File: src/rtl/board_scan_sequencer.sv
// Board scan sequencer: walks the board in row-major order, reads each cell
// from board memory and hands one box request per cell to the box drawer,
// waiting for its ack before moving on.
module board_scan_sequencer #(
  parameter int GRID_SIZE = 8,
  parameter int CELL_PX   = 8,
  parameter int ORIGIN_X  = 0,
  parameter int ORIGIN_Y  = 0,
  parameter int ADDR_W    = 6
) (
  input  logic              clock,
  input  logic              reset,
  input  logic              start,
  output logic              busy,
  output logic              done,
  output logic [ADDR_W-1:0] cell_addr,
  input  logic [1:0]        cell_state,
  output logic              box_req,
  input  logic              box_ack,
  output logic [7:0]        box_x,
  output logic [6:0]        box_y,
  output logic [2:0]        box_colour
);

  localparam int CNT_W = (GRID_SIZE > 1) ? $clog2(GRID_SIZE) : 1;
  localparam logic [CNT_W-1:0] LAST = CNT_W'(GRID_SIZE - 1);

  typedef enum logic [2:0] {
    IDLE,
    FETCH,
    LATCH,
    REQ,
    NEXT,
    DONE
  } state_t;

  state_t           state;
  state_t           state_next;
  logic [CNT_W-1:0] row;
  logic [CNT_W-1:0] col;
  logic             last_cell;
  logic [2:0]       colour_next;

  assign last_cell = (row == LAST) && (col == LAST);
  assign busy      = (state != IDLE);
  assign done      = (state == DONE);
  assign box_req   = (state == REQ);
  assign cell_addr = ADDR_W'(row) * ADDR_W'(GRID_SIZE) + ADDR_W'(col);

  // State register; reset aborts any scan in progress straight back to IDLE.
  always_ff @(posedge clock or posedge reset) begin
    if (reset) state <= IDLE;
    else       state <= state_next;
  end

  // Next-state logic: one fetch wait, one latch, hold REQ until ack, then step.
  always_comb begin
    state_next = state;
    case (state)
      IDLE:    if (start) state_next = FETCH;
      FETCH:   state_next = LATCH;
      LATCH:   state_next = REQ;
      REQ:     if (box_ack) state_next = NEXT;
      NEXT:    state_next = last_cell ? DONE : FETCH;
      DONE:    state_next = IDLE;
      default: state_next = IDLE;
    endcase
  end

  // Row/column walk; wraps back to cell 0 after the last cell so the address idles at 0.
  always_ff @(posedge clock or posedge reset) begin
    if (reset) begin
      row <= '0;
      col <= '0;
    end else if (state == IDLE && start) begin
      row <= '0;
      col <= '0;
    end else if (state == NEXT) begin
      if (last_cell) begin
        row <= '0;
        col <= '0;
      end else if (col == LAST) begin
        col <= '0;
        row <= row + 1'b1;
      end else begin
        col <= col + 1'b1;
      end
    end
  end

  // Map the cell state read from memory onto its display colour.
  always_comb begin
    colour_next = 3'b111;
    case (cell_state)
      2'b00: colour_next = 3'b111;
      2'b01: colour_next = 3'b010;
      2'b10: colour_next = 3'b100;
      2'b11: colour_next = 3'b101;
      default: colour_next = 3'b111;
    endcase
  end

  // Box geometry and colour are loaded once per cell and held until the next cell.
  always_ff @(posedge clock or posedge reset) begin
    if (reset) begin
      box_x      <= '0;
      box_y      <= '0;
      box_colour <= '0;
    end else if (state == LATCH) begin
      box_x      <= 8'(ORIGIN_X) + 8'(col) * 8'(CELL_PX);
      box_y      <= 7'(ORIGIN_Y) + 7'(row) * 7'(CELL_PX);
      box_colour <= colour_next;
    end
  end

endmodule
File: config.mk
export PLATFORM = sky130hd
export DESIGN_NAME = board_scan_sequencer
export DESIGN_NICKNAME = d
export VERILOG_FILES = /design/src/rtl/board_scan_sequencer.sv
export SDC_FILE = /design/constraint.sdc
export NUM_CORES = 1
export LEC_CHECK = 0
export ABC_AREA = 0
export BUFFER_PORTS_ARGS = -buffer_cell sky130_fd_sc_hd__clkbuf_2
export CAP_MARGIN = 0
export CORE_MARGIN = 4
export CORE_UTILIZATION = 53
export CTS_CLUSTER_SIZE = 20
export DETAILED_ROUTE_END_ITERATION = 8
export HOLD_SLACK_MARGIN = 0.15
export PLACE_DENSITY = 0.84
export SLEW_MARGIN = 20
export SYNTH_ARGS = -nofsm -noshare
export SYNTH_HDL_FRONTEND = slang
export SYNTH_SLANG_ARGS = --single-unit
File: constraint.sdc
create_clock -name clock -period 2.35 [get_ports clock]
set_input_delay 0.1175 -clock clock [delete_from_list [all_inputs] [get_ports clock]]
set_output_delay 0.1175 -clock clock [all_outputs]
set_load 0.005 [all_outputs]
==> impl_results.md, run 1 <==
- Worst EP arrival: about 1.4 ns
- Worst rel slew slack: 56.5%
- CTS Root Cell: clkbuf_4
- Area Overhead vs Synth: 13.1%
- Resize count post-CTS: 0
- Sequential share of the synthesized area: 44.9%
- Post-CTS Hold Buffers: 2
- Worst Max-Slew Pin Slew: 0.652 ns
- Crit Path Class: reg -> out
- Placer Congestion: about 0.76
- Compound-Gate Fraction of Synth Area: 7.98%
- Site Rows: 15
- Synth Area in Simple Gates: 15.0%
- Synth Area in XOR/XNOR: 0%
- Die Width: 51.5 um
- Main combinational cell family by area after synthesis: simple AND/OR/NAND/NOR gates
- Max Freq: 669 MHz
- Postcts setup bufs: 0
- Synth area leader: dfrtp_1
- Final hold violations: 0
- Max Cap Viol: 0
- Tcrit/Tclk final: 63.6%
- Ys async rst share: 100%
- EDFF count, synth: 0
- NumNets Final: 126
- Leading cell type in the layout, fill and taps excluded: clkbuf_2
- Synthesis Warnings: 0
- # port buffers: 23
- Die span in y: 51.5 um
- DIE AREA: 0.00265 mm2
- CP Capture Type: output pin
- CTS tree: built
- Primary FF master, synth: dfrtp_1
- Residual DRC: 0
- PwrDens: 902 mW/mm2
- Crit path max fanout: 15
- CP max stage cell: dfrtp_1
- Drt wl/cell: 13.2 um
- Vias in the first global route: around 700
- Ant. Diodes: 0
- Slew Viols, Final: 0
- Max stage delay on crit path: between 0.5 and 0.6 ns
- Clock buffer depth: 2
- Routed via count: 690
- Initial antenna violation count: 0
- Detailed Routing Iterations Pass 1: 2
- Synthesized-area fraction occupied by adder cells: 8.73%
- Critical-path cell list: or3_1, clkbuf_2
- First-pass GRT wire length: 3080 um
- ANT nets after route: 0
- Reg-to-reg setup timing slack: 0.88 ns
- Post-synthesis mux area share: 11.7%
- Layout cells sized above 1: 36.9%
- CP required: 2.23 ns
- Clock sinks: 18
- Clk_lat worst skew: 0.28 ns
- Total gr overflow: 0
- Largest net degree at the start of global routing: 19
- Synthesized area per cell: roughly 12 um2
- Synth top area share: between 40 and 50%
- Total CTS buffers: 3
- Max Clock Skew: 0.000479 ns
- Top post-synthesis cells by area: dfrtp_1 45%, ha_1 8.7%, mux2_4 7.5%
- Hold Slack: approximately 0.18 ns
- CP Launch Type: flop
- Starting DRT DRC Count: 2
- Lkg Pwr: 0.626 nW
- Core area: between 0.0015 and 0.002 mm2
- Most frequent cells in the layout: 23 x clkbuf_2, 18 x dfrtp_1, 9 x conb_1
- Initial Utilization: 56.9%
- Mapped Area: 0.00100 mm2
- Fin Setup TNS: 0 ns
- Hpwl dp: 1390 um
- Clock transition at path regs: about 0.090 ns
- WL final: 1800 um
- Netlist cell types: 30
- Gate Count Post-Synth: 86
- H-Tree Level Count: 1
- Worst Hold Class: in -> reg
- Seq cells post-synth: 18
- Worst vdd ir: 0.000590 V
- Outcome: finished clean
- GRT Overall Usage: 15.4%
- Vias per cell: 5.07
- Setup violations, final: 0
- Ports: 33
- Fin crit period: 1.50 ns
- RSZ-0062 raised after global routing: no
layout make-up:
class,instances,area (um2)
fillers,150,629
multi-input cells,59,469
flip-flops and latches,18,450
repair buffers,26,143
well taps,25,31.3
clock buffers,3,22.5
inverters,5,18.8
final timing paths:
kind | startpoint | to | cells past startpoint
setup / recovery | state[2] | busy | 2
hold / removal | cell_state[0] | box_colour[2] | 3
setup reg to reg | col[0] | state[2] | 4
hold reg to reg | box_y[4] | box_y[4] | 1
max in group asynchronous | reset | col[2] | 3
min in group asynchronous | reset | box_colour[0] | 3
stage by stage:
| stage | setup WS, ns | cell area, um2 | total power [W] | utilization (%) | cells |
|---|---|---|---|---|---|
| final | 0.855 | 1130 | 0.00102 | 64.3 | 136 |
| after detailed placement | 0.890 | 1090 | 0.000886 | 61.9 | 131 |
| after global placement | 0.929 | 1090 | 0.000868 | 61.9 | 131 |
| after floorplan | 0.960 | 1030 | 0.000787 | - | 94 |
| after global routing | 0.770 | 1130 | 0.00110 | 64.3 | 136 |
| after CTS | 0.854 | 1130 | 0.00103 | 64.3 | 136 |
metal layers:
layer / GRT usage [%] / wire (um) / vias up
li1: - / - / 332
met1: 18.5 / 767 / 331
met2: 28.2 / 918 / 22
met3: 2.01 / 84 / 5
met4: 5.24 / 28 / 0
met5: 0 / 0 / -
cell families after synthesis:
| kind of cell | count (synthesis) |
|---|---|
| other | 1 |
| DFF | 18 |
| and+or+nand+nor | 23 |
| muxes | 9 |
| AOI/OAI and AO/OA | 11 |
| adders and majority gates | 7 |
| buffers and inverters | 17 |
report_power, final:
group | switching (W) | leakage [nW] | total (W) | internal, W
logic | 0.000175 | 0.378 | 0.000388 | 0.000213
clock network | 0.0000839 | 0.0138 | 0.000143 | 0.0000595
registers | 0.000104 | 0.235 | 0.000493 | 0.000388
sequential cells by signal (all words and copies together) (netlist names):
register    flops
box_y           3
box_x           3
state           3
row             3
col             3
box_colour      3
worst max-delay path: cells and delay by family, from the launching register on:
family / cells / cell delay [ns]
flip-flops: 1 / 0.55
AND/OR/NAND/NOR: 1 / 0.43
buffers and inverters: 1 / 0.12
cells in the mapped netlist (3+ instances only):
master and count:
dfrtp_1 18, nand2_1 5, nor2_1 5, mux2_4 5, a22o_1 3, buf_4 9, inv_1 5, ha_1 7
No activity file was read; power rests on OpenSTA's default activity.
==> run 2, diff against run 1 <==
CORE_UTILIZATION = 49   (was 53)
PLACE_DENSITY = 0.79   (was 0.84)
clock period = 1.5 ns   (was 2.35 ns; I/O delays follow)
==> run 2 against run 1 <==
  * Clock power up 64%
  * Clock skew up 0.0029 ns
  * Die area up 6.9%
  * Sequential power up 47%
  * Cell count up 5.1%
  * Sequential cell count unchanged
  * Setup slack worse by 0.80 ns
  * Critical endpoint unchanged
  * Largest power group unchanged
==> impl_results.md, run 2 (synthesis results as in run 1) <==
- Tcrit/Tclk final: 96.2%
- Outcome: finished clean
- Die span in y: 53.3 um (+3.4%)
- Die Width: 53.3 um (+3.4%)
- CP Launch Type: flop
- Combinational share of power: 42.8% (+4.9 points)
- Pint: 0.00108 W (+64%)
- NumNets Final: 131 (+4.0%)
- Ports: 33 (unchanged)
- H-Tree Level Count: 1 (unchanged)
- RSZ-0062 raised after global routing: no
- Max Clock Skew: 0.00338 ns (+0.00290 ns)
- First-pass GRT wire length: 3260 um (+5.8%)
- Drt wl/cell: 13.6 um (+3.1%)
- Lkg Pwr: 0.649 nW (+3.6%)
- CTS Root Cell: clkbuf_4
- Fin Setup TNS: 0 ns (unchanged)
- Clk_lat worst skew: 0.29 ns (about the same)
- Max stage delay on crit path: 0.39 ns (-0.16 ns)
- GRT Overall Usage: 16.3% (+0.83 points)
- Site Rows: 16 (+1)
- CTS tree: built
- Most frequent cells in the layout: 23 x clkbuf_2, 18 x dfrtp_1, 9 x conb_1
- Max Cap Viol: 0 (unchanged)
- Layout cells sized above 1: 40.5% (+3.6 points)
- Cell family with most CP delay: flip-flops
- Area Overhead vs Synth: 17.3%
- Starting DRT DRC Count: 7 (+5)
- Final hold violations: 0 (unchanged)
- Reg-to-reg setup timing slack: 0.10 ns (-0.78 ns)
- Fin util: 60.0% (-4.3 points)
- Worst vdd ir: 0.00129 V (+120%)
- Clock buffer depth: 2 (unchanged)
- ANT nets after route: 0 (unchanged)
- Critical-path cell list: buf_4, or3_1, clkbuf_2
- Fin crit period: 1.44 ns
- # port buffers: 23 (unchanged)
- Worst Hold Class: in -> reg
- Total gr overflow: 0 (unchanged)
- Worst EP arrival: 1.37 ns (about the same)
- Slew Viols, Final: 0 (unchanged)
- Leading cell type in the layout, fill and taps excluded: clkbuf_2
- Worst rel slew slack: 54.3% (-2.2 points)
- WL final: 1950 um (+8.4%)
- Detailed Routing Iterations Pass 1: 4 (+2)
- Initial Utilization: 51.1% (-5.7 points)
- Crit path max fanout: 14 (-1)
- Clock power share: 13.9% (about the same)
- Hpwl dp: 1490 um (+6.9%)
- Total power: 0.00168 W (+64%)
- Crit Path Class: reg -> out
- Initial antenna violation count: 0 (unchanged)
- Total CTS buffers: 3 (unchanged)
- Vias per cell: 5.02 (-1.0%)
- Core area: 0.00196 mm2 (+11%)
- Routed via count: 718 (+4.1%)
- CP Capture Type: output pin
- Hold Slack: 0.154 ns (-0.0220 ns)
- Vias in the first global route: 705 (+3.2%)
- Psw: 0.000594 W (+64%)
- Clock transition at path regs: 0.09 ns (about the same)
- Residual DRC: 0 (unchanged)
- Ant. Diodes: 0 (unchanged)
- Crit path buf inv count: 2 (+1)
- CP required: 1.42 ns (-0.81 ns)
- Clock sinks: 18 (unchanged)
- Switching share of power: 35.4% (-0.051 points)
- CP max stage cell: dfrtp_1
- Power share of the sequential group: 43.2% (-4.9 points)
- Max Freq: around 700 MHz
- Worst Max-Slew Pin Slew: 0.684 ns (+0.0324 ns)
- Placer Congestion: 0.756 (-0.37%)
- Largest net degree at the start of global routing: 19 (unchanged)
- PwrDens: 1420 mW/mm2 (+58%)
- DIE AREA: 0.00284 mm2 (+6.9%)
- Setup violations, final: 0 (unchanged)
-- run 2: changes by cell type in the layout (fill, tap and decap cells not counted), sizes merged --
cell / previous run / this run
buf: 1 / 6
-- run 2: layout make-up --
| cell class | instances | area (um2) |
|---|---|---|
| well taps | 27 | 33.8 |
| multi-input cells | 59 | 472 |
| inverters | 5 | 18.8 |
| flip-flops and latches | 18 | 450 |
| repair buffers | 31 | 180 |
| fillers | 185 | 785 |
| clock buffers | 3 | 22.5 |
-- run 2: what timing repair did --
action,CTS,global route
gates resized for setup,0,1
setup buffers,0,1
endpoints found under the setup margin,0,3
hold buffers,2,0
endpoints found under the hold margin,21,0
-- run 2: per-stage QoR --
step	setup WS (ns)	instances	instance area, um2
floorplan	0.110	94	1030
global placement	0.111	137	1120
detailed placement	0.0469	137	1120
CTS	0.0278	142	1170
global route	0.0203	143	1180
finish	0.0577	143	1180
-- run 2: tightest hold or removal path, cell delays in order --
cell and delay (ns):
clkbuf_2 0.11, ha_1 0.16, a21oi_1 0.06
-- run 2: path summary, 6_finish.rpt --
check,start,to,depth (start not counted)
max in group asynchronous,reset,state[1],3
setup / recovery,state[2],busy,3
setup reg to reg,col[1],state[2],4
hold / removal,cell_state[0],box_colour[2],3
min in group asynchronous,reset,box_y[3],3
hold reg to reg,box_y[4],box_y[4],1
-- run 2: power groups by stage --
stage	clock, W	sequential (W)	combinational [W]
2_1_floorplan	0	0.000722	0.000510
3_3_place_gp	0	0.000721	0.000685
3_5_place_dp	0	0.000735	0.000708
4_1_cts	0.000243	0.000727	0.000714
5_1_grt	0.000260	0.000743	0.000799
6_report	0.000234	0.000725	0.000718
-- run 2: layer usage --
layer  vias to the layer above  share of wire, %  GRT usage (%)  wire length [um]
li1                        343                 -              -                 -
met1                       344                43           19.0               832
met2                        25                50           27.8               968
met3                         6               5.5           2.82               108
met4                         0               2.1           8.94                40
met5                         -                 0              0                 0
==> run 3, diff against run 2 <==
==> constraint.sdc (replaced) <==
create_clock -name clock -period 1.5 [get_ports clock]
set_input_delay 0.3 -clock clock [delete_from_list [all_inputs] [get_ports clock]]
set_output_delay 0.3 -clock clock [all_outputs]
set_load 0.005 [all_outputs]
==> run 3 against run 2 <==
  * The flow now finishes with violations (negative setup slack)
  * Power up 7.5%
  * Combinational power up 11%
  * Worst hold slack better by 0.093 ns
  * Clock-buffer cell count up 1
  * Register-to-register slack worse by 0.02 ns
  * Cell count up 2.8%
  * Largest power group is now combinational logic
  * Highest routed layer unchanged
==> impl_results.md, run 3 (synthesis results as in run 1) <==
- Outcome: complete, but fails checks
- Failing checks: negative setup slack
- Clock sinks: 18 (unchanged)
- Final worst slack: -0.00822 ns (-0.0660 ns)
- Tcrit/Tclk final: 101% (+4.4 points)
- Non-filler instance count after layout: 147 (+2.8%)
- Detailed Routing Iterations Pass 1: 2 (-2)
- NumNets Final: 134 (+2.3%)
- Max Freq: 663 MHz (-4.4%)
- R2R depth: 4 (unchanged)
- Site Rows: 16 (unchanged)
- Vias per cell: 4.84 (-3.5%)
- # port buffers: 23 (unchanged)
- Die Width: 53.3 um (unchanged)
- Area Overhead vs Synth: 21.7%
- WL final: 1830 um (-5.9%)
- Initial antenna violation count: 0 (unchanged)
- Cell Area, Placed: 0.00112 mm2 (unchanged)
- First-pass GRT wire length: 2990 um (-8.3%)
- Die span in y: 53.3 um (unchanged)
- Worst Hold Class: in -> reg
- Post-Place Cells: 137 (unchanged)
- Slew Viols, Final: 0 (unchanged)
- Lkg Pwr: 0.669 nW (+3.1%)
- Setup violations, final: 1 (+1)
- Ports: 33 (unchanged)
- Crit path max fanout: 3 (-11)
- Filler Cells Inserted: 170 (-8.1%)
- Largest net degree at the start of global routing: 19 (unchanged)
- Hold-critical path depth: 2 (-1)
- Worst EP arrival: 1.21 ns (-0.16 ns)
- Initial Utilization: 51.1% (unchanged)
- Placer Congestion: 0.717 (-5.0%)
- CTS Root Cell: clkbuf_4
- Fin crit period: 1.51 ns (+0.0660 ns)
- RSZ-0062 raised after global routing: yes
- Drt wl/cell: 12.5 um (-8.5%)
- Leading cell type in the layout, fill and taps excluded: clkbuf_2
- Total power: 0.00180 W (+7.5%)
- Crit Path Class: reg -> out
- Max Cap Viol: 0 (unchanged)
- H-Tree Level Count: 1 (unchanged)
- Fin area: 0.00122 mm2 (+3.7%)
- ANT nets after route: 0 (unchanged)
- PwrDens: 1480 mW/mm2 (+3.7%)
- Final hold violations: 0 (unchanged)
- Worst vdd ir: 0.000972 V (-25%)
- Starting DRT DRC Count: 1 (-6)
- GRT Overall Usage: 14.6% (-1.6 points)
- Total CTS buffers: 3 (unchanged)
- Layout cells sized above 1: 46.7% (+6.1 points)
- Clock transition at path regs: 0.10 ns (about the same)
- Most frequent cells in the layout: 23 x clkbuf_2, 15 x dfrtp_1, 9 x conb_1, 9 x buf_4, 6 x ha_1
- Vias in the first global route: 702 (-0.43%)
- Max Clock Skew: 0.00424 ns (+0.000864 ns)
- Routed via count: 712 (-0.84%)
- Clk_lat worst skew: 0.29 ns (about the same)
- Hpwl dp: 1390 um (-6.7%)
- Fin Setup TNS: -0.00822 ns (-0.00822 ns)
- CP Capture Type: output pin
- CP required: 1.20 ns (-0.22 ns)
- DIE AREA: 0.00284 mm2 (unchanged)
- Total gr overflow: 0 (unchanged)
- CP Launch Type: flop
- Clock buffer depth: 2 (unchanged)
- Hold Slack: 0.247 ns (+0.0932 ns)
- Residual DRC: 0 (unchanged)
- Core area: 0.00196 mm2 (unchanged)
- CTS tree: built
- Ant. Diodes: 0 (unchanged)
-- run 3: per-stage QoR --
step	util, %	worst slack [ns]
after detailed placement	57.3	0.0614
after global placement	57.3	0.112
after global routing	62.2	-0.0752
final	62.2	-0.00822
after floorplan	-	0.110
after CTS	61.8	-0.0206
-- run 3: final cells by class --
| type | instances | area [um2] | share of cell area (%) |
|---|---|---|---|
| Multi-Input combinational cell | 59 | 474 | 38.8 |
| Sequential cell | 18 | 454 | 37.2 |
| Timing Repair Buffer | 34 | 204 | 16.7 |
| Clock buffer | 4 | 36.3 | 2.97 |
| Tap cell | 27 | 33.8 | 2.77 |
| Inverter | 5 | 18.8 | 1.54 |
-- run 3: repair_timing --
| action | CTS | global route |
|---|---|---|
| pin swaps | 1 | 1 |
| endpoints found under the hold margin | 18 | 0 |
| gates resized for setup | 3 | 3 |
| cloned | 0 | 0 |
| setup endpoints to repair | 1 | 5 |
| buffers inserted | 5 | 0 |
| hold buffers | 1 | 0 |
-- run 3: worst max-delay path: stages, from the launching register on --
cell and delay (ns):
dfrtp_2 0.43, or3_1 0.37, clkbuf_2 0.12
-- run 3: routing by layer --
layer	part of all wire [%]	GRT usage, %
met1	44	17.0
met5	0	0
met4	1.2	6.38
met2	49	25.1
met3	5.9	3.66
-- run 3: report_power, final --
| part | total, W | internal [W] | switching [W] | leakage, nW |
|---|---|---|---|---|
| sequential | 0.000715 | 0.000616 | 0.0000985 | 0.231 |
| combinational | 0.000794 | 0.000431 | 0.000363 | 0.417 |
| clock | 0.000294 | 0.000148 | 0.000147 | 0.0210 |
-- run 3: path summary, 6_finish.rpt --
kind	startpoint	to	slack, ns
max in group asynchronous	reset	state[1]	0.75
worst min-delay path	box_ack	state[2]	0.25
worst max register to register	state[2]	box_y[4]	0.08
worst max-delay path	state[0]	busy	-0.008
worst min register to register	box_y[4]	box_y[4]	0.52
min in group asynchronous	reset	box_colour[1]	0.54
